`src/rtl/audio_pkg.sv`:
```
// rtl/audio_pkg.sv - shared audio parameters and I2S receiver state type
//
// Purpose: default word/slot widths, bit-counter sizing and the receiver
// state enum shared by the I2S receiver files.
// Ports: none (package).

package audio_pkg;

  localparam int DATA_W_DEF = 24;
  localparam int SLOT_W_DEF = 32;

  // Bit counter saturates at 63, so 6 bits cover any legal slot length.
  localparam int               CNT_W   = 6;
  localparam logic [CNT_W-1:0] CNT_MAX = 6'd63;

  typedef enum logic [1:0] {
    SYNC  = 2'd0,
    LEFT  = 2'd1,
    RIGHT = 2'd2
  } rx_state_e;

  function automatic logic [CNT_W-1:0] cnt_sat_inc(input logic [CNT_W-1:0] c);
    return (c == CNT_MAX) ? c : c + 6'd1;
  endfunction

endpackage

```
`src/rtl/i2s_rx_if.sv`:
```
// rtl/i2s_rx_if.sv - sample-pair handshake bundle between I2S receiver and consumer
//
// Purpose: groups the presented stereo pair and its valid/ready handshake.
// Signals:
//   sample_l     left word of the presented pair
//   sample_r     right word of the presented pair
//   sample_valid a pair is presented, held until accepted
//   sample_ready consumer accepts when sample_valid && sample_ready
// Modports: master = receiver side, slave = consumer side.

interface i2s_rx_if #(
  parameter int DATA_W = audio_pkg::DATA_W_DEF
) ();

  logic [DATA_W-1:0] sample_l;
  logic [DATA_W-1:0] sample_r;
  logic              sample_valid;
  logic              sample_ready;

  modport master (
    output sample_l,
    output sample_r,
    output sample_valid,
    input  sample_ready
  );

  modport slave (
    input  sample_l,
    input  sample_r,
    input  sample_valid,
    output sample_ready
  );

endinterface

```
`src/rtl/i2s_sync.sv`:
```
// rtl/i2s_sync.sv - two-flop synchronizer with rising-edge detect for one I2S pin
//
// Purpose: brings one asynchronous I2S input into the clk domain.
// Ports:
//   clk      system clock
//   rst      synchronous active-high reset, all flops clear to 0
//   in_i     asynchronous pin
//   level_o  synchronized level
//   rise_o   one-cycle pulse when the synchronized level goes 0 -> 1

module i2s_sync (
  input  logic clk,
  input  logic rst,
  input  logic in_i,
  output logic level_o,
  output logic rise_o
);

  logic meta_q;
  logic sync_q;
  logic prev_q;

  always_ff @(posedge clk) begin
    if (rst) begin
      meta_q <= 1'b0;
      sync_q <= 1'b0;
      prev_q <= 1'b0;
    end else begin
      meta_q <= in_i;
      sync_q <= meta_q;
      prev_q <= sync_q;
    end
  end

  assign level_o = sync_q;
  assign rise_o  = sync_q & ~prev_q;

endmodule

```
`src/rtl/i2s_rx.sv`:
```
// rtl/i2s_rx.sv - I2S receiver presenting left/right sample pairs with a valid/ready handshake
//
// Purpose: deserializes an I2S stream (MSB first, one-bit delay after each
// lrck edge) into DATA_W-bit left/right words and presents complete pairs.
// Ports:
//   clk, rst     system clock, synchronous active-high reset
//   i2s_sclk     asynchronous bit clock (at most clk/8)
//   i2s_lrck     asynchronous word select, 0 = left, 1 = right
//   i2s_sdin     asynchronous serial data
//   smp          pair output bundle (sample_l/sample_r/sample_valid/sample_ready)
//   overrun      sticky: a completed pair was dropped while one was pending
//   frame_err    one-cycle pulse: a slot length differed from SLOT_W

module i2s_rx
  import audio_pkg::*;
#(
  parameter int DATA_W = DATA_W_DEF,
  parameter int SLOT_W = SLOT_W_DEF
) (
  input  logic     clk,
  input  logic     rst,
  input  logic     i2s_sclk,
  input  logic     i2s_lrck,
  input  logic     i2s_sdin,
  i2s_rx_if.master smp,
  output logic     overrun,
  output logic     frame_err
);

  localparam logic [CNT_W-1:0] DATA_LAST = CNT_W'(DATA_W - 1);
  localparam logic [CNT_W-1:0] SLOT_LAST = CNT_W'(SLOT_W - 1);

  logic sclk_rise;
  logic lrck_s;
  logic sdin_s;
  logic sclk_level_unused;
  logic lrck_rise_unused;
  logic sdin_rise_unused;

  i2s_sync u_sync_sclk (
    .clk     (clk),
    .rst     (rst),
    .in_i    (i2s_sclk),
    .level_o (sclk_level_unused),
    .rise_o  (sclk_rise)
  );

  i2s_sync u_sync_lrck (
    .clk     (clk),
    .rst     (rst),
    .in_i    (i2s_lrck),
    .level_o (lrck_s),
    .rise_o  (lrck_rise_unused)
  );

  i2s_sync u_sync_sdin (
    .clk     (clk),
    .rst     (rst),
    .in_i    (i2s_sdin),
    .level_o (sdin_s),
    .rise_o  (sdin_rise_unused)
  );

  rx_state_e         state_q;
  logic [CNT_W-1:0]  cnt_q;
  logic              lrck_prev_q;
  logic [DATA_W-1:0] shift_q;
  logic [DATA_W-1:0] left_hold_q;
  logic              left_ok_q;
  logic [DATA_W-1:0] sample_l_q;
  logic [DATA_W-1:0] sample_r_q;
  logic              valid_q;
  logic              overrun_q;
  logic              frame_err_q;

  logic              boundary;
  logic              in_slot;
  logic              do_shift;
  logic              word_done;
  logic [DATA_W-1:0] word_d;
  logic              left_done;
  logic              pair_form;
  logic              slot_err;
  logic              handshake;

  always_comb begin
    // lrck is judged against its value at the previous rise event, so an
    // lrck change only counts when the codec clocks it in.
    boundary  = sclk_rise && (lrck_s != lrck_prev_q);
    in_slot   = (state_q != SYNC);
    do_shift  = sclk_rise && !boundary && in_slot && (cnt_q <= DATA_LAST);
    word_done = do_shift && (cnt_q == DATA_LAST);
    word_d    = {shift_q[DATA_W-2:0], sdin_s};
    left_done = word_done && (state_q == LEFT);
    pair_form = word_done && (state_q == RIGHT) && left_ok_q;
    slot_err  = boundary && in_slot && (cnt_q != SLOT_LAST);
    handshake = valid_q && smp.sample_ready;
  end

  always_ff @(posedge clk) begin
    if (rst) begin
      state_q     <= SYNC;
      cnt_q       <= '0;
      lrck_prev_q <= 1'b0;
      shift_q     <= '0;
      left_hold_q <= '0;
      left_ok_q   <= 1'b0;
      sample_l_q  <= '0;
      sample_r_q  <= '0;
      valid_q     <= 1'b0;
      overrun_q   <= 1'b0;
      frame_err_q <= 1'b0;
    end else begin
      frame_err_q <= slot_err;

      if (sclk_rise) begin
        lrck_prev_q <= lrck_s;
      end

      case (state_q)
        SYNC:    if (boundary && !lrck_s) state_q <= LEFT;
        LEFT:    if (boundary && lrck_s)  state_q <= RIGHT;
        RIGHT:   if (boundary && !lrck_s) state_q <= LEFT;
        default: state_q <= SYNC;
      endcase

      // The boundary rise carries the previous word's trailing bit, so it
      // only restarts the count; data bits follow from the next rise.
      if (boundary) begin
        cnt_q <= '0;
      end else if (sclk_rise) begin
        cnt_q <= cnt_sat_inc(cnt_q);
      end

      if (do_shift) begin
        shift_q <= word_d;
      end

      if (left_done) begin
        left_hold_q <= word_d;
      end

      if (slot_err || pair_form) begin
        left_ok_q <= 1'b0;
      end else if (left_done) begin
        left_ok_q <= 1'b1;
      end

      // A pending, unaccepted pair is never overwritten; an accepted one
      // can be replaced in the same edge without a valid gap.
      if (pair_form) begin
        if (valid_q && !smp.sample_ready) begin
          overrun_q <= 1'b1;
        end else begin
          sample_l_q <= left_hold_q;
          sample_r_q <= word_d;
          valid_q    <= 1'b1;
        end
      end else if (handshake) begin
        valid_q <= 1'b0;
      end
    end
  end

  assign smp.sample_l     = sample_l_q;
  assign smp.sample_r     = sample_r_q;
  assign smp.sample_valid = valid_q;
  assign overrun          = overrun_q;
  assign frame_err        = frame_err_q;

endmodule
```
`src/flat_wrapper.sv`:
```
// flat-port wrapper written by rule: the top's interface ports become plain ports
module i2s_rx_flat import audio_pkg::*;
#(
  parameter int DATA_W = DATA_W_DEF,
  parameter int SLOT_W = SLOT_W_DEF
)
  (clk, rst, i2s_sclk, i2s_lrck, i2s_sdin, overrun, frame_err, smp_sample_l, smp_sample_r, smp_sample_valid, smp_sample_ready);
  i2s_rx_if #(.DATA_W(DATA_W)) smp_i ();
  input  logic clk;
  input  logic rst;
  input  logic i2s_sclk;
  input  logic i2s_lrck;
  input  logic i2s_sdin;
  output logic overrun;
  output logic frame_err;
  output wire logic [$bits(smp_i.sample_l)-1:0] smp_sample_l;
  output wire logic [$bits(smp_i.sample_r)-1:0] smp_sample_r;
  output wire logic [$bits(smp_i.sample_valid)-1:0] smp_sample_valid;
  input wire logic [$bits(smp_i.sample_ready)-1:0] smp_sample_ready;
  assign smp_sample_l = smp_i.sample_l;
  assign smp_sample_r = smp_i.sample_r;
  assign smp_sample_valid = smp_i.sample_valid;
  assign smp_i.sample_ready = smp_sample_ready;
  i2s_rx #(.DATA_W(DATA_W), .SLOT_W(SLOT_W)) u_core (.clk(clk), .rst(rst), .i2s_sclk(i2s_sclk), .i2s_lrck(i2s_lrck), .i2s_sdin(i2s_sdin), .smp(smp_i), .overrun(overrun), .frame_err(frame_err));
endmodule
```
`config.mk`:
```
export PLATFORM = sky130hd
export DESIGN_NAME = i2s_rx_flat
export DESIGN_NICKNAME = d
export VERILOG_FILES = /design/src/rtl/audio_pkg.sv /design/src/rtl/i2s_rx_if.sv /design/src/rtl/i2s_sync.sv /design/src/rtl/i2s_rx.sv /design/src/flat_wrapper.sv
export SDC_FILE = /design/constraint.sdc
export NUM_CORES = 1
export LEC_CHECK = 0
export CORE_UTILIZATION = 50
export DETAILED_ROUTE_END_ITERATION = 10
export PLACE_DENSITY = 0.84
export SYNTH_ARGS = -nofsm -noshare
export SYNTH_HDL_FRONTEND = slang
export SYNTH_SLANG_ARGS = --single-unit
```
`constraint.sdc`:
```
create_clock -name clk -period 4 [get_ports clk]
set_clock_uncertainty 0.1 [all_clocks]
set_input_delay 1 -clock clk [delete_from_list [all_inputs] [get_ports clk]]
set_output_delay 1 -clock clk [all_outputs]
set_load 0.005 [all_outputs]
```
### Word level (Yosys, flattened, before mapping)

Cells that the tools add are included.

* add/subtract/negate cells: 1
* multiply operators: 0
* divide/modulo/power cells: 0
* order comparisons: 1
* eq/ne operators: 9
* shift-type cells: 0
* muxes and demuxes: 6
* bitwise gates (word level): 4
* reduce and logical (&&, ||, !) cells: 29

Operators with widths (count)
* $logic_and 1x1->1: 14
* $reduce_and 2->1: 5
* $add 6x1->6 const B: 1
* $eq 6x5->1 const B: 1
* $eq 6x6->1 const B: 1
* $le 6x5->1 const B: 1
* $ne 6x5->1 const B: 1
* $reduce_or 2->1: 3
* $mux 2: 2
* $ne 2x2->1 const B: 2
* $pmux 2 s2: 1
* $reduce_bool 2->1: 2
* $logic_not 1->1: 3
* $mux 1: 3
* $not 1->1: 3
* $eq 2x1->1 const B: 1
* $eq 2x2->1 const B: 1
* $logic_not 2->1: 1
* $ne 2x1->1 const B: 1
* $and 1x1->1: 1
* $logic_or 1x1->1: 1
* $ne 1x1->1: 1

* flip-flop bits (word level): 115
* bits in latches: 0
* memory bits (writable): 0
* bits in read-only memories: 0
* input port bits: 6
* output and inout bits: 51
* memories: 0

### Longest topological paths before layout

* depth in word-level cells: 12
* mapped depth: 8
* mapped depth without buffers: 5

### Cells and area by module

From an unflattened synthesis, not the netlist that was laid out.

* cells, all modules: 487
* area total of the unflattened synthesis: 4324.1 µm²

Modules (own cells, without submodules)
* i2s_rx: instances 1, cells an instance 466, area each 4061.4 µm², seq. area each 2162.1 µm²
* i2s_sync: instances 3, cells an instance 7, area each 87.6 µm², seq. area each 60.1 µm²

### Least setup slack after synthesis

OpenSTA, ideal clock, no wires.

* path kind: input -> register
* from: input port smp_sample_ready
* to: register u_core.sample_r_q[20] (netlist: u_core.smp.sample_r[20])
* data arrival time: 1.917 ns
* setup slack: 1.913 ns
* stages on the path: 5
* path buffers: 2
* cells stage by stage: nand2b_1 -> clkbuf_1 -> clkbuf_1 -> nand4_1 -> a21oi_1

* word-level cells in the longest chain between the ends: 4

RTL lines
* start: declaration: RTL line flat_wrapper.sv:19 `input wire logic [$bits(smp_i.sample_ready)-1:0] smp_sample_ready;`
* $logic_not 1->1: RTL line i2s_rx.sv:152 `if (valid_q && !smp.sample_ready) begin`
* $logic_and 1x1->1: RTL line i2s_rx.sv:152
* $not 1->1 (no source line)
* $reduce_and 2->1 (no source line)
* end signal: assignment: RTL line i2s_rx.sv:156 `sample_r_q <= word_d;`
* end: declaration: RTL line i2s_rx.sv:71 `logic [DATA_W-1:0] sample_r_q;`

Every way passes these cells.
A chain may end at the register's enable or synchronous reset.

### Worst setup path in the final report

* from: register u_core.cnt_q[0]
* to: register u_core.sample_r_q[3] (netlist: u_core.smp.sample_r[3])

* word-level cells in the longest chain between the ends: 6
* elaborated cells on any way between the ends: 7

RTL lines
* start: declaration: RTL line i2s_rx.sv:65 `logic [CNT_W-1:0] cnt_q;`
* start signal: assignment: RTL line i2s_rx.sv:132 `cnt_q <= cnt_sat_inc(cnt_q);`
* $le 6x5->1: RTL line i2s_rx.sv:91 `do_shift = sclk_rise && !boundary && in_slot && (cnt_q <= DATA_LAST);`
* $logic_and 1x1->1: RTL line i2s_rx.sv:91
* $logic_and 1x1->1 *: RTL line i2s_rx.sv:92 `word_done = do_shift && (cnt_q == DATA_LAST);`
* $logic_and 1x1->1 * (2 in a row): RTL line i2s_rx.sv:95 `pair_form = word_done && (state_q == RIGHT) && left_ok_q;`
* $reduce_and 2->1 (no source line) *

Mark *: on every way between the ends. The rest lies on a longest branch, timed or not.

==> flow_metrics.py <==
metrics = {
    "timing": {
        "worst_pin_slew_ps": 1300,
        "rsz0062_at_grt": "no",
        "min_period_ps": 2720,
        "fmax_ghz": 0.367,
        "fin_crit_sh": 0.681,
        "tns_ps": 0,
        "hold_viol_final": 0,
        "slew_headroom": 0.132,
        "slew_viol_final": 0,
        "setup_violations": 0,
        "finalWorstSetupSlack_ps": 1280,
    },
    "yosys": {
        "ys_types": 36,
        "synth.net_count": 544,
        "ys.flop_type": "dfxtp_1",
        "syn_inst": 537,
        "avgSynthCellArea_um2": 8.72,
        "async_flop_share": 0,
        "seq_area_frac_synth": 0.492,
        "syn-cell-area_mm2": 0.00468,
        "synth_area_leaders": "dfxtp_1 49%, a21oi_1 11%, nand4_1 9.8%",
        "ys_warn_count": 0,
        "synth.top_cell.area_share": 0.492,
        "synth-edff-count": 0,
        "ys_seq_elements": 115,
        "yosysTopAreaCell": "dfxtp_1",
    },
    "run": {
        "drv_cap": 0,
    },
    "critical_path": {
        "crit_chain": "ha_1 > nand2_2 > or4_2 > o31ai_1 > a21oi_1",
        "cp.required_ps": 4280,
        "startpoint": "u_core.cnt_q[0]",
        "r2r_start": "u_core.cnt_q[0]",
        "critPathMaxFanout": 49,
        "critPathBufInv": 0,
        "startpoint_type": "flip-flop",
        "critical_path_class": "reg2reg",
        "cpMaxStageDelayCell": "or4_2",
        "cp_data_arrival_time_ps": 3000,
        "path_delay_family": "simple AND/OR/NAND/NOR gates",
        "reg2reg_setup_slack_ps": 1280,
        "end_kind": "flip-flop",
        "slowest_delay_ps": 1190,
    },
    "global_route": {
        "grt_max_degree": 99,
        "grt_pass1_vias": 4044,
        "grt_pass1_wl_um": 19800,
        "antenna_found_initial": 0,
        "overflow": 0,
        "grt_use_total": 0.256,
    },
    "cells_and_area": {
        "multiInputGateArea_mm2": 0.00214,
        "syn2layout_area_growth_pct": 23.1,
        "finalInstanceArea_mm2": 0.00576,
        "layout.nets": 562,
        "layout-drive-gt1-share": 0.0968,
        "ff_latch_area_mm2": 0.00230,
        "antennaDiodeCount": 0,
        "fillCellCount": 681,
    },
    "clocking": {
        "cts_made_buffers": 17,
        "ctsResizeCount": 0,
        "cts_root_buf": "clkbuf_8",
        "hold_buffers": 0,
        "htree_levels": 4,
        "cts_tree": "done",
        "cts_buffer_depth": 2,
        "insertion_delay_ps": 520,
        "clkTransAtPathRegs_ps": 60,
        "post_cts_buffers": 0,
        "cts.sinks": 115,
    },
    "power": {
        "leakage_nw": 1.76,
        "power_switching_share": 0.209,
        "internal-power_w": 0.00208,
        "power_frac_comb": 0.016,
        "switchingPower_w": 0.000549,
        "p_seq_frac": 0.439,
        "ir_drop_mv": 0.335,
        "p_per_area_mw_per_mm2": 456,
        "clkPwrFrac": 0.545,
    },
    "floorplanning": {
        "fp.dieW_um": 98.8,
        "rows": 34,
        "coreArea_mm2": 0.00889,
        "io_pins": 57,
        "die_area_mm2": 0.00976,
        "die_y_um": 98.8,
        "start_util": 0.527,
    },
    "routing": {
        "drtAntennaViolNets": 0,
        "routed_wl_um": 11900,
        "wl_per_cell_um": 17.6,
        "via_per_inst": 6.41,
        "drt_pass1_iterations": 5,
        "vias": 4334,
        "drc": 0,
        "first_iter_violations": 447,
    },
    "placement": {
        "dp_slack_ps": 982,
        "place_congestion": 0.921,
        "io_buffers": 56,
        "placed_cell_area_mm2": 0.00520,
        "dpl.hpwl_um": 6770,
    },
    "hold_path": {
        "hp-start": "u_core.u_sync_sclk.meta_q",
        "hp-class": "reg2reg",
    },
    "outcome": {
        "status": "finished, final reports clean",
    },
}
==> logic make-up (layout without fill, tap and decap cells) <==
group                    Yosys count  after routing  share of synthesized area
AO/OA/AOI/OAI                    183            183                      0.236
AND/OR/NAND/NOR                  163            163                      0.196
flip-flops                       115            115                      0.492
buffers and inverters             67             98                     0.0585
multiplexers                       3              3                    0.00641
XOR/XNOR                           5              5                    0.00935
adder cells (fa/ha/maj)            1              1                    0.00267
==> cell usage in the layout (no fill, tap or decap), drive strengths merged, types with 2 or more instances in the layout <==
cell,count
mux2i,3
nor2b,10
o21ai,26
dfxtp,115
nand2b,5
a21oi,101
clkdlybuf4s50,55
a31oi,2
o31ai,48
clkbuf,24
buf,10
nand2,29
clkinv,4
nand3,25
xnor2,4
clkinvlp,2
nor3,5
nor2,10
a21o,2
nand4,73
bufinv,2
==> layer usage <==
| layer | routed length, um | track usage | up-vias |
|---|---|---|---|
| li1 | - | - | 2047 |
| met1 | 5050 | 0.339 | 2060 |
| met2 | 5560 | 0.382 | 191 |
| met3 | 868 | 0.0546 | 36 |
| met4 | 386 | 0.156 | 0 |
| met5 | 0 | 0 | - |
==> cell usage after synthesis, types with 2 or more instances <==
master    number
o21ai_0       26
dfxtp_1      115
mux2i_1        3
nor3_1         4
buf_6          2
a21oi_1      101
nand2_1       28
nand3_1       25
clkbuf_1      55
o31ai_1       39
o31ai_2        9
nand2b_1       4
nor2b_1       10
nor2_1        10
buf_2          6
nand4_1       73
buf_1          3
a31oi_1        2
a21o_1         2
xnor2_1        4
==> state kept, by name (all words and copies together), names as in the netlist <==
| name | cells |
|---|---|
| u_core.left_hold_q | 24 |
| u_core.smp.sample_l | 24 |
| u_core.smp.sample_r | 24 |
| u_core.shift_q | 23 |
| u_core.cnt_q | 6 |
| u_core.state_q | 2 |
| u_core.frame_err | 1 |
| u_core.left_ok_q | 1 |
| u_core.lrck_prev_q | 1 |
| u_core.overrun | 1 |
| u_core.smp.sample_valid | 1 |
| u_core.u_sync_lrck.level_o | 1 |
| u_core.u_sync_lrck.meta_q | 1 |
| u_core.u_sync_sclk.level_o | 1 |
| u_core.u_sync_sclk.meta_q | 1 |
| u_core.u_sync_sclk.prev_q | 1 |
| u_core.u_sync_sdin.level_o | 1 |
| u_core.u_sync_sdin.meta_q | 1 |
==> power groups by stage <==
| stage | logic, W | registers [W] | clock network (W) |
|---|---|---|---|
| after global routing | 0.0000464 | 0.00115 | 0.00149 |
| after detailed placement | 0.0000417 | 0.00118 | 0 |
| final | 0.0000426 | 0.00115 | 0.00143 |
| after global placement | 0.0000409 | 0.00118 | 0 |
| after floorplan | 0.0000314 | 0.00118 | 0 |
| after CTS | 0.0000423 | 0.00115 | 0.00143 |
==> final timing paths <==
kind,cells past startpoint,end
worst max-delay path,5,u_core.smp.sample_r[3]
worst min-delay path,1,u_core.u_sync_sclk.level_o
worst max register to register,5,u_core.smp.sample_r[3]
worst min register to register,1,u_core.u_sync_sclk.level_o
==> worst register-to-register path, stage by stage (launching register included) <==
cell and delay (ps):
dfxtp_1 370, ha_1 240, nand2_2 140, or4_2 1190
o31ai_1 440, a21oi_1 110
==> through the flow <==
stage                     power, W  utilization  hold WS, ps  cells
after floorplan            0.00121            -          314    537
after global placement     0.00122        0.585          323    644
after detailed placement   0.00122        0.585          332    644
after CTS                  0.00263        0.648          345    676
after global routing       0.00269        0.648          367    676
final                      0.00263        0.648          337    676
==> layout make-up <==
| cell class | instances | share of cell area |
|---|---|---|
| clock buffer | 24 | 0.0799 |
| clock inverter | 8 | 0.0178 |
| inverter | 1 | 0.000651 |
| multi-input combinational | 355 | 0.371 |
| timing repair buffer | 65 | 0.108 |
| sequential | 115 | 0.399 |
| tap | 108 | 0.0234 |
Note: power is estimated with default switching activity, not from simulation.
